File: config.mk
export PLATFORM = sky130hd
export DESIGN_NAME = dmac_nch_datapath
export DESIGN_NICKNAME = d
export VERILOG_FILES = /design/src/rtl/dmac_nch_datapath.sv
export SDC_FILE = /design/constraint.sdc
export NUM_CORES = 1
export LEC_CHECK = 0
export CAP_MARGIN = 20
export CORE_AREA = 2 2 114 143
export CTS_BUF_LIST = sky130_fd_sc_hd__clkbuf_16
export CTS_CLUSTER_DIAMETER = 100
export DETAILED_ROUTE_END_ITERATION = 10
export DIE_AREA = 0 0 116 145
export GPL_ROUTABILITY_DRIVEN = 0
export PLACE_DENSITY = 0.78
export SYNTH_ARGS = -nofsm -noshare
export SYNTH_HDL_FRONTEND = slang
export SYNTH_SLANG_ARGS = --single-unit
File: constraint.sdc
create_clock -name clk -period 1.9 [get_ports clk]
set_clock_uncertainty 0.15 [all_clocks]
set_input_delay 0.19 -clock clk [delete_from_list [all_inputs] [get_ports clk]]
set_output_delay 0.19 -clock clk [all_outputs]
set_load 0.05 [all_outputs]
File: src/rtl/dmac_nch_datapath.sv
// N-channel DMA front end: request arbitration, 4-word descriptor fetch over AHB,
// engine launch/passthrough and sticky per-channel status. Define DMAC_FIXED_PRIO_EN for lowest-index priority.
module dmac_nch_datapath #(
    parameter int          NUM_CH      = 4,
    parameter int          ADDR_W      = 32,
    parameter int          DATA_W      = 32,
    parameter logic [31:0] PERI_STRIDE = 32'h1000_0000,
    parameter logic [31:0] CFG_OFFSET  = 32'h0000_00A0,
    localparam int         CH_W        = $clog2(NUM_CH),
    localparam int         STRB_W      = DATA_W / 8
) (
    input  logic                clk,
    input  logic                rst,
    input  logic [NUM_CH-1:0]   DmacReq,
    input  logic [NUM_CH-1:0]   irq_clr,
    input  logic                HReady,
    input  logic [1:0]          M_HResp,
    input  logic [DATA_W-1:0]   MRData,
    output logic [ADDR_W-1:0]   MAddress,
    output logic [1:0]          MTrans,
    output logic                MWrite,
    output logic [2:0]          MBurst_Size,
    output logic [DATA_W-1:0]   MWData,
    output logic [STRB_W-1:0]   MWStrb,
    output logic                eng_start,
    output logic [31:0]         eng_saddr,
    output logic [31:0]         eng_daddr,
    output logic [31:0]         eng_size,
    output logic [4:0]          eng_burst,
    output logic [1:0]          eng_hsize,
    input  logic                eng_done,
    input  logic                eng_err,
    input  logic [ADDR_W-1:0]   eng_MAddress,
    input  logic [1:0]          eng_MTrans,
    input  logic                eng_MWrite,
    input  logic [2:0]          eng_MBurst_Size,
    input  logic [DATA_W-1:0]   eng_MWData,
    input  logic [STRB_W-1:0]   eng_MWStrb,
    output logic [NUM_CH-1:0]   irq,
    output logic [NUM_CH-1:0]   err,
    output logic                busy,
    output logic [CH_W-1:0]     active_ch
);

    localparam logic [2:0] ST_IDLE  = 3'd0;
    localparam logic [2:0] ST_FA    = 3'd1;
    localparam logic [2:0] ST_FD    = 3'd2;
    localparam logic [2:0] ST_START = 3'd3;
    localparam logic [2:0] ST_XFER  = 3'd4;
    localparam logic [2:0] ST_DONE  = 3'd5;
    localparam logic [2:0] ST_ERR   = 3'd6;

    localparam logic [1:0] HTRANS_IDLE   = 2'b00;
    localparam logic [1:0] HTRANS_NONSEQ = 2'b10;
    localparam logic [1:0] HRESP_ERROR   = 2'b01;

    logic [2:0]         state_r;
    logic [1:0]         word_r;
    logic [CH_W-1:0]    active_ch_r;
    logic [31:0]        saddr_r;
    logic [31:0]        daddr_r;
    logic [31:0]        size_r;
    logic [4:0]         burst_r;
    logic [1:0]         hsize_r;
    logic [NUM_CH-1:0]  irq_r;
    logic [NUM_CH-1:0]  err_r;
    logic [NUM_CH-1:0]  elig_s;
    logic [NUM_CH-1:0]  ch_onehot_s;
    logic [NUM_CH-1:0]  irq_set_s;
    logic [NUM_CH-1:0]  err_set_s;
    logic [CH_W-1:0]    grant_s;
    logic [CH_W-1:0]    next_ptr_s;
    logic               any_elig_s;
    logic [ADDR_W-1:0]  fetch_addr_s;
`ifndef DMAC_FIXED_PRIO_EN
    logic [CH_W-1:0]    rr_r;
`endif

    function automatic logic [4:0] burst_decode(input logic [3:0] code);
        logic [4:0] beats;
        case (code)
            4'd0:    beats = 5'd1;
            4'd1:    beats = 5'd4;
            4'd2:    beats = 5'd8;
            4'd3:    beats = 5'd16;
            default: beats = 5'd1;
        endcase
        return beats;
    endfunction

    // First eligible channel scanning upward from ptr, wrapping at NUM_CH.
    function automatic logic [CH_W-1:0] pick_from(input logic [NUM_CH-1:0] elig,
                                                  input logic [CH_W-1:0]   ptr);
        logic [CH_W:0]   idx;
        logic [CH_W-1:0] win;
        logic            found;
        win   = {CH_W{1'b0}};
        found = 1'b0;
        for (int i = 0; i < NUM_CH; i++) begin
            idx = {1'b0, ptr} + (CH_W+1)'(i);
            if (idx >= (CH_W+1)'(NUM_CH)) begin
                idx = idx - (CH_W+1)'(NUM_CH);
            end
            if (!found && elig[idx[CH_W-1:0]]) begin
                win   = idx[CH_W-1:0];
                found = 1'b1;
            end
        end
        return win;
    endfunction

    // Pending status masks a channel from being granted again.
    assign elig_s      = DmacReq & ~irq_r & ~err_r;
    assign any_elig_s  = |elig_s;
    assign ch_onehot_s = NUM_CH'(1'b1) << active_ch_r;
    assign next_ptr_s  = (active_ch_r == CH_W'(NUM_CH - 1)) ? {CH_W{1'b0}} : active_ch_r + CH_W'(1'b1);
`ifdef DMAC_FIXED_PRIO_EN
    assign grant_s     = pick_from(elig_s, {CH_W{1'b0}});
`else
    assign grant_s     = pick_from(elig_s, rr_r);
`endif
    assign fetch_addr_s = ADDR_W'(active_ch_r) * ADDR_W'(PERI_STRIDE) + ADDR_W'(CFG_OFFSET)
                        + ADDR_W'({word_r, 2'b00});

    // Status set terms raised on the way back to IDLE.
    always_comb begin
        irq_set_s = {NUM_CH{1'b0}};
        err_set_s = {NUM_CH{1'b0}};
        if (state_r == ST_DONE) begin
            irq_set_s = ch_onehot_s;
        end else if (state_r == ST_ERR) begin
            irq_set_s = ch_onehot_s;
            err_set_s = ch_onehot_s;
        end else begin
            irq_set_s = {NUM_CH{1'b0}};
        end
    end

    // Control FSM, descriptor capture and sticky status; a set beats a clear.
    always_ff @(posedge clk) begin
        if (rst) begin
            state_r     <= ST_IDLE;
            word_r      <= 2'b00;
            active_ch_r <= {CH_W{1'b0}};
            saddr_r     <= 32'h0;
            daddr_r     <= 32'h0;
            size_r      <= 32'h0;
            burst_r     <= 5'd0;
            hsize_r     <= 2'b00;
            irq_r       <= {NUM_CH{1'b0}};
            err_r       <= {NUM_CH{1'b0}};
`ifndef DMAC_FIXED_PRIO_EN
            rr_r        <= {CH_W{1'b0}};
`endif
        end else begin
            irq_r <= (irq_r & ~irq_clr) | irq_set_s;
            err_r <= (err_r & ~irq_clr) | err_set_s;
            case (state_r)
                ST_IDLE: begin
                    if (any_elig_s) begin
                        active_ch_r <= grant_s;
                        word_r      <= 2'b00;
                        state_r     <= ST_FA;
                    end
                end
                ST_FA: begin
                    if (HReady) begin
                        state_r <= ST_FD;
                    end
                end
                ST_FD: begin
                    if (HReady) begin
                        if (M_HResp == HRESP_ERROR) begin
                            state_r <= ST_ERR;
                        end else begin
                            case (word_r)
                                2'd0:    saddr_r <= MRData[31:0];
                                2'd1:    daddr_r <= MRData[31:0];
                                2'd2:    size_r  <= MRData[31:0];
                                default: begin
                                    burst_r <= burst_decode(MRData[3:0]);
                                    hsize_r <= MRData[5:4];
                                end
                            endcase
                            if (word_r == 2'd3) begin
                                state_r <= ST_START;
                            end else begin
                                word_r  <= word_r + 2'd1;
                                state_r <= ST_FA;
                            end
                        end
                    end
                end
                ST_START: begin
                    state_r <= (size_r == 32'h0) ? ST_DONE : ST_XFER;
                end
                ST_XFER: begin
                    if (eng_err) begin
                        state_r <= ST_ERR;
                    end else if (eng_done) begin
                        state_r <= ST_DONE;
                    end
                end
                ST_DONE, ST_ERR: begin
                    state_r <= ST_IDLE;
`ifndef DMAC_FIXED_PRIO_EN
                    rr_r    <= next_ptr_s;
`endif
                end
                default: state_r <= ST_IDLE;
            endcase
        end
    end

    // Master port mux: fetch drives it in FA/FD, the engine in XFER, idle otherwise.
    always_comb begin
        MAddress    = {ADDR_W{1'b0}};
        MTrans      = HTRANS_IDLE;
        MWrite      = 1'b0;
        MBurst_Size = 3'b000;
        MWData      = {DATA_W{1'b0}};
        MWStrb      = {STRB_W{1'b0}};
        case (state_r)
            ST_FA: begin
                MTrans   = HTRANS_NONSEQ;
                MAddress = fetch_addr_s;
            end
            ST_FD: begin
                MAddress = fetch_addr_s;
            end
            ST_XFER: begin
                MAddress    = eng_MAddress;
                MTrans      = eng_MTrans;
                MWrite      = eng_MWrite;
                MBurst_Size = eng_MBurst_Size;
                MWData      = eng_MWData;
                MWStrb      = eng_MWStrb;
            end
            default: MTrans = HTRANS_IDLE;
        endcase
    end

    assign eng_start = (state_r == ST_START) && (size_r != 32'h0);
    assign eng_saddr = saddr_r;
    assign eng_daddr = daddr_r;
    assign eng_size  = size_r;
    assign eng_burst = burst_r;
    assign eng_hsize = hsize_r;
    assign irq       = irq_r;
    assign err       = err_r;
    assign busy      = (state_r != ST_IDLE);
    assign active_ch = active_ch_r;

endmodule

==> results of run 1 <==
[cell families (layout without fill, tap and decap cells)]
family / Yosys count / after routing / share of synthesized area (%)
muxes: 6 / 6 / 1.13
other: 1 / 9 / 0.0706
adders and majority gates: 9 / 9 / 2.12
DFF: 119 / 119 / 44.8
AOI/OAI and AO/OA: 143 / 143 / 15.4
buffers and inverters: 73 / 420 / 5.63
xor gates and xnor gates: 1 / 1 / 0.165
and+or+nand+nor: 340 / 340 / 30.7
[final timing paths]
check,end,slack (ns),cells past startpoint
setup / recovery,MWData[1],-0.20,6
hold / removal,err[0],0.02,2
setup reg to reg,word_r[1],0.05,5
hold reg to reg,eng_burst[3],0.30,2
[layout by cell type, fill, tap and decap left out, types with 24 or more instances in the layout]
master and count:
sky130_fd_sc_hd__nand2_1 199, sky130_fd_sc_hd__clkdlybuf4s50_1 123, sky130_fd_sc_hd__dfxtp_1 105, sky130_fd_sc_hd__a21oi_1 99, sky130_fd_sc_hd__buf_4 77, sky130_fd_sc_hd__and3_4 50, sky130_fd_sc_hd__buf_8 47, sky130_fd_sc_hd__dlymetal6s2s_1 34
sky130_fd_sc_hd__dlygate4sd2_1 32, sky130_fd_sc_hd__buf_12 32, sky130_fd_sc_hd__clkbuf_16 24
[per-layer routing]
| layer | vias up | part of all wire (%) |
|---|---|---|
| li1 | 3050 | - |
| met5 | - | 0.22 |
| met1 | 3062 | 35 |
| met3 | 60 | 11 |
| met2 | 330 | 51 |
| met4 | 10 | 3.7 |
[power by group]
group	switching (uW)	internal, uW
Sequential	51.8	2540
Clock	1210	1940
Combinational	1010	923
[critical path, cell delays in order (launching register included)]
cell and delay, ns:
sky130_fd_sc_hd__dfxtp_4 0.38, sky130_fd_sc_hd__nor2b_4 0.23, sky130_fd_sc_hd__buf_12 0.16, sky130_fd_sc_hd__buf_12 0.10
sky130_fd_sc_hd__clkbuf_16 0.13, sky130_fd_sc_hd__and3_1 0.19, sky130_fd_sc_hd__buf_6 0.17
[cell type report]
cell class | instances | area (um2)
Tap cell | 212 | 265
Clock inverter | 15 | 151
Sequential cell | 119 | 2410
Multi-Input combinational cell | 500 | 3170
Timing Repair Buffer | 374 | 4300
Clock buffer | 17 | 425
Inverter | 14 | 56.3
Fill cell | 1114 | 4640
Antenna cell | 8 | 20.0
[cell usage after synthesis (4+ instances only)]
master	instances
sky130_fd_sc_hd__nand2_1	202
sky130_fd_sc_hd__dfxtp_1	119
sky130_fd_sc_hd__a21oi_1	110
sky130_fd_sc_hd__and3_1	68
sky130_fd_sc_hd__clkbuf_1	43
sky130_fd_sc_hd__nor2_1	19
sky130_fd_sc_hd__inv_1	14
sky130_fd_sc_hd__buf_2	11
sky130_fd_sc_hd__ha_1	9
sky130_fd_sc_hd__nor4_1	9
sky130_fd_sc_hd__a22oi_1	8
sky130_fd_sc_hd__mux2i_1	6
sky130_fd_sc_hd__nand4_1	6
sky130_fd_sc_hd__o21ai_0	5
sky130_fd_sc_hd__a32oi_1	4
sky130_fd_sc_hd__nand2b_1	4
sky130_fd_sc_hd__nor3b_1	4
sky130_fd_sc_hd__or3_1	4
[metrics by stage]
step | setup WS, ns | power [uW] | hold WS [ns] | instance area, um2 | cells
5_1_grt | -0.255 | 7890 | 0.0125 | 10800 | 1252
2_1_floorplan | -0.0485 | 3430 | 0.176 | 5440 | 692
3_5_place_dp | -0.240 | 4200 | 0.294 | 8740 | 1185
4_1_cts | -0.150 | 7550 | 0.00131 | 10200 | 1237
3_3_place_gp | -0.239 | 4190 | 0.291 | 8740 | 1185
6_report | -0.202 | 7660 | 0.0193 | 10800 | 1259
[registers in the layout (all words and copies together) (netlist names)]
| signal | count |
|---|---|
| eng_size | 32 |
| state_r | 3 |
| rr_r | 2 |
| eng_burst | 4 |
| eng_daddr | 32 |
| irq | 4 |
| eng_hsize | 2 |
| eng_saddr | 32 |
| err | 4 |
| active_ch | 2 |
| word_r | 2 |
[timing repair]
action	4_1_cts	5_1_grt
pin swaps	19	20
resized for setup	206	108
setup buffers	15	11
gates cloned	5	8
endpoints found under the setup margin	107	211
==> results.json, run 1 <==
{
  "run_status": "complete, but fails checks",
  "failed_checks": "negative setup slack",
  "synth_cells": 692,
  "synth_area_per_inst_um2": 7.68,
  "h-tree-depth": 4,
  "synth_largest_type_area_fraction_pct": 44.8,
  "worst_slew_pin_slew_ns": 0.760,
  "async_flop_share_pct": 0,
  "power.static_leakage_uw": 0.00496,
  "grt_antenna_before_repair": 12,
  "drive_gt1_share_pct": 33.1,
  "netlist-cell-type-count": 49,
  "netlist.top_cell.by_area": "sky130_fd_sc_hd__dfxtp_1",
  "start_util_pct": 34.4,
  "synthesis.yosys.warnings": 0,
  "cts_tree": "yes",
  "final_period_minus_worst_setup_slack_ns": 2.10,
  "grt-ovfl-total": 0,
  "final.setup.tns_ns": -8.49,
  "worstSkewPairLatency_ns": 0.40,
  "layout.nets": 1156,
  "hold_path_startpoint": "rst",
  "number_of_maximum_capacitance_violations": 0,
  "grt_total_usage_pct": 28.0,
  "die-height_um": 145,
  "global_route.peak_usage_layer": "met2",
  "mappedNetlistArea_mm2": 0.00532,
  "numClockSinks": 119,
  "crit_fanout": 6,
  "gr-usage-met1_pct": 28.3,
  "worst_ep_arrival_time_ns": 1.76,
  "std_cell_rows": 51,
  "worst_ep_required_time_ns": 1.56,
  "groute.layer.met3.usage_pct": 14.6,
  "slew-limit-headroom_pct": 48.8,
  "remaining_drc_errors": 0,
  "detail_route.first_pass.iterations": 5,
  "power_density_cells_mw_per_mm2": 709,
  "pin_count_of_the_biggest_net_entering_global_routing": 69,
  "ys.flop_type": "sky130_fd_sc_hd__dfxtp_1",
  "cp-startpoint": "state_r[2]",
  "cts-buffers-inserted": 17,
  "synth-seq-cells": 119,
  "finalWorstSetupSlack_ns": -0.202,
  "fp.dieW_um": 116,
  "clk_pin_slew_ns": 0.06,
  "route.detailed.wl_per_inst_um": 21.4,
  "slew_viol_final": 0,
  "synth.area.top_cells": "sky130_fd_sc_hd__dfxtp_1, sky130_fd_sc_hd__nand2_1, sky130_fd_sc_hd__a21oi_1, sky130_fd_sc_hd__and3_1, sky130_fd_sc_hd__clkbuf_1",
  "floorplan.die_area_mm2": 0.0168,
  "postRouteWirelength_um": 26900,
  "fin_util_pct": 70.0,
  "drt.antenna.violating_nets": 0,
  "clock-root-buffer": "sky130_fd_sc_hd__clkbuf_16",
  "worstSetupStartpointType": "flip-flop",
  "end_kind": "output port",
  "tcrit_tclk_final_pct": 111,
  "cts_stage_hold_buffer_count": 0,
  "place.detailed.hpwl_um": 16900,
  "cts_buffer_depth": 2,
  "port-buffer-count": 308,
  "grt_setup_unrepaired": "true",
  "synth_fp_nets": 822,
  "route.vias.total": 6512,
  "area_growth_syn_to_layout_pct": 103,
  "finalHoldViolCount": 0,
  "worstHoldPathType": "input port to flip-flop",
  "via_count_of_the_first_global_routing_pass": 6208,
  "drt_iter0_drc": 346,
  "critPathKind": "flip-flop to output port",
  "via_per_inst": 5.17,
  "grt_use_met2_pct": 48.2,
  "core_region_area_mm2": 0.0154,
  "startpoint_of_the_worst_register_to_register_path": "err[3]",
  "setup-violations-final": 74,
  "grt_pass1_wl_um": 35800,
  "max_freq_mhz": 476,
  "peakVddDrop_uv": 655,
  "pin_count": 310,
  "synth_enable_flop_cells": 0,
  "synth_sequential_area_ratio_pct": 44.8
}
Note: power is estimated with default switching activity, not from simulation.
==> run 2, diff against run 1 <==
--- a/config.mk
+++ b/config.mk
@@ -13,6 +13,7 @@
 export DIE_AREA = 0 0 116 145
 export GPL_ROUTABILITY_DRIVEN = 0
 export PLACE_DENSITY = 0.78
+export SLEW_MARGIN = 10
 export SYNTH_ARGS = -nofsm -noshare
 export SYNTH_HDL_FRONTEND = slang
 export SYNTH_SLANG_ARGS = --single-unit
==> results of run 2 <==
No change in the layout: final DEF, timing and power equal those of run 1.
==> run 3, diff against run 2 <==
--- a/config.mk
+++ b/config.mk
@@ -5,6 +5,7 @@
 export SDC_FILE = /design/constraint.sdc
 export NUM_CORES = 1
 export LEC_CHECK = 0
+export ABC_AREA = 0
 export CAP_MARGIN = 20
 export CORE_AREA = 2 2 114 143
 export CTS_BUF_LIST = sky130_fd_sc_hd__clkbuf_16
==> results of run 3 <==
No change in the layout: final DEF, timing and power equal those of run 1.
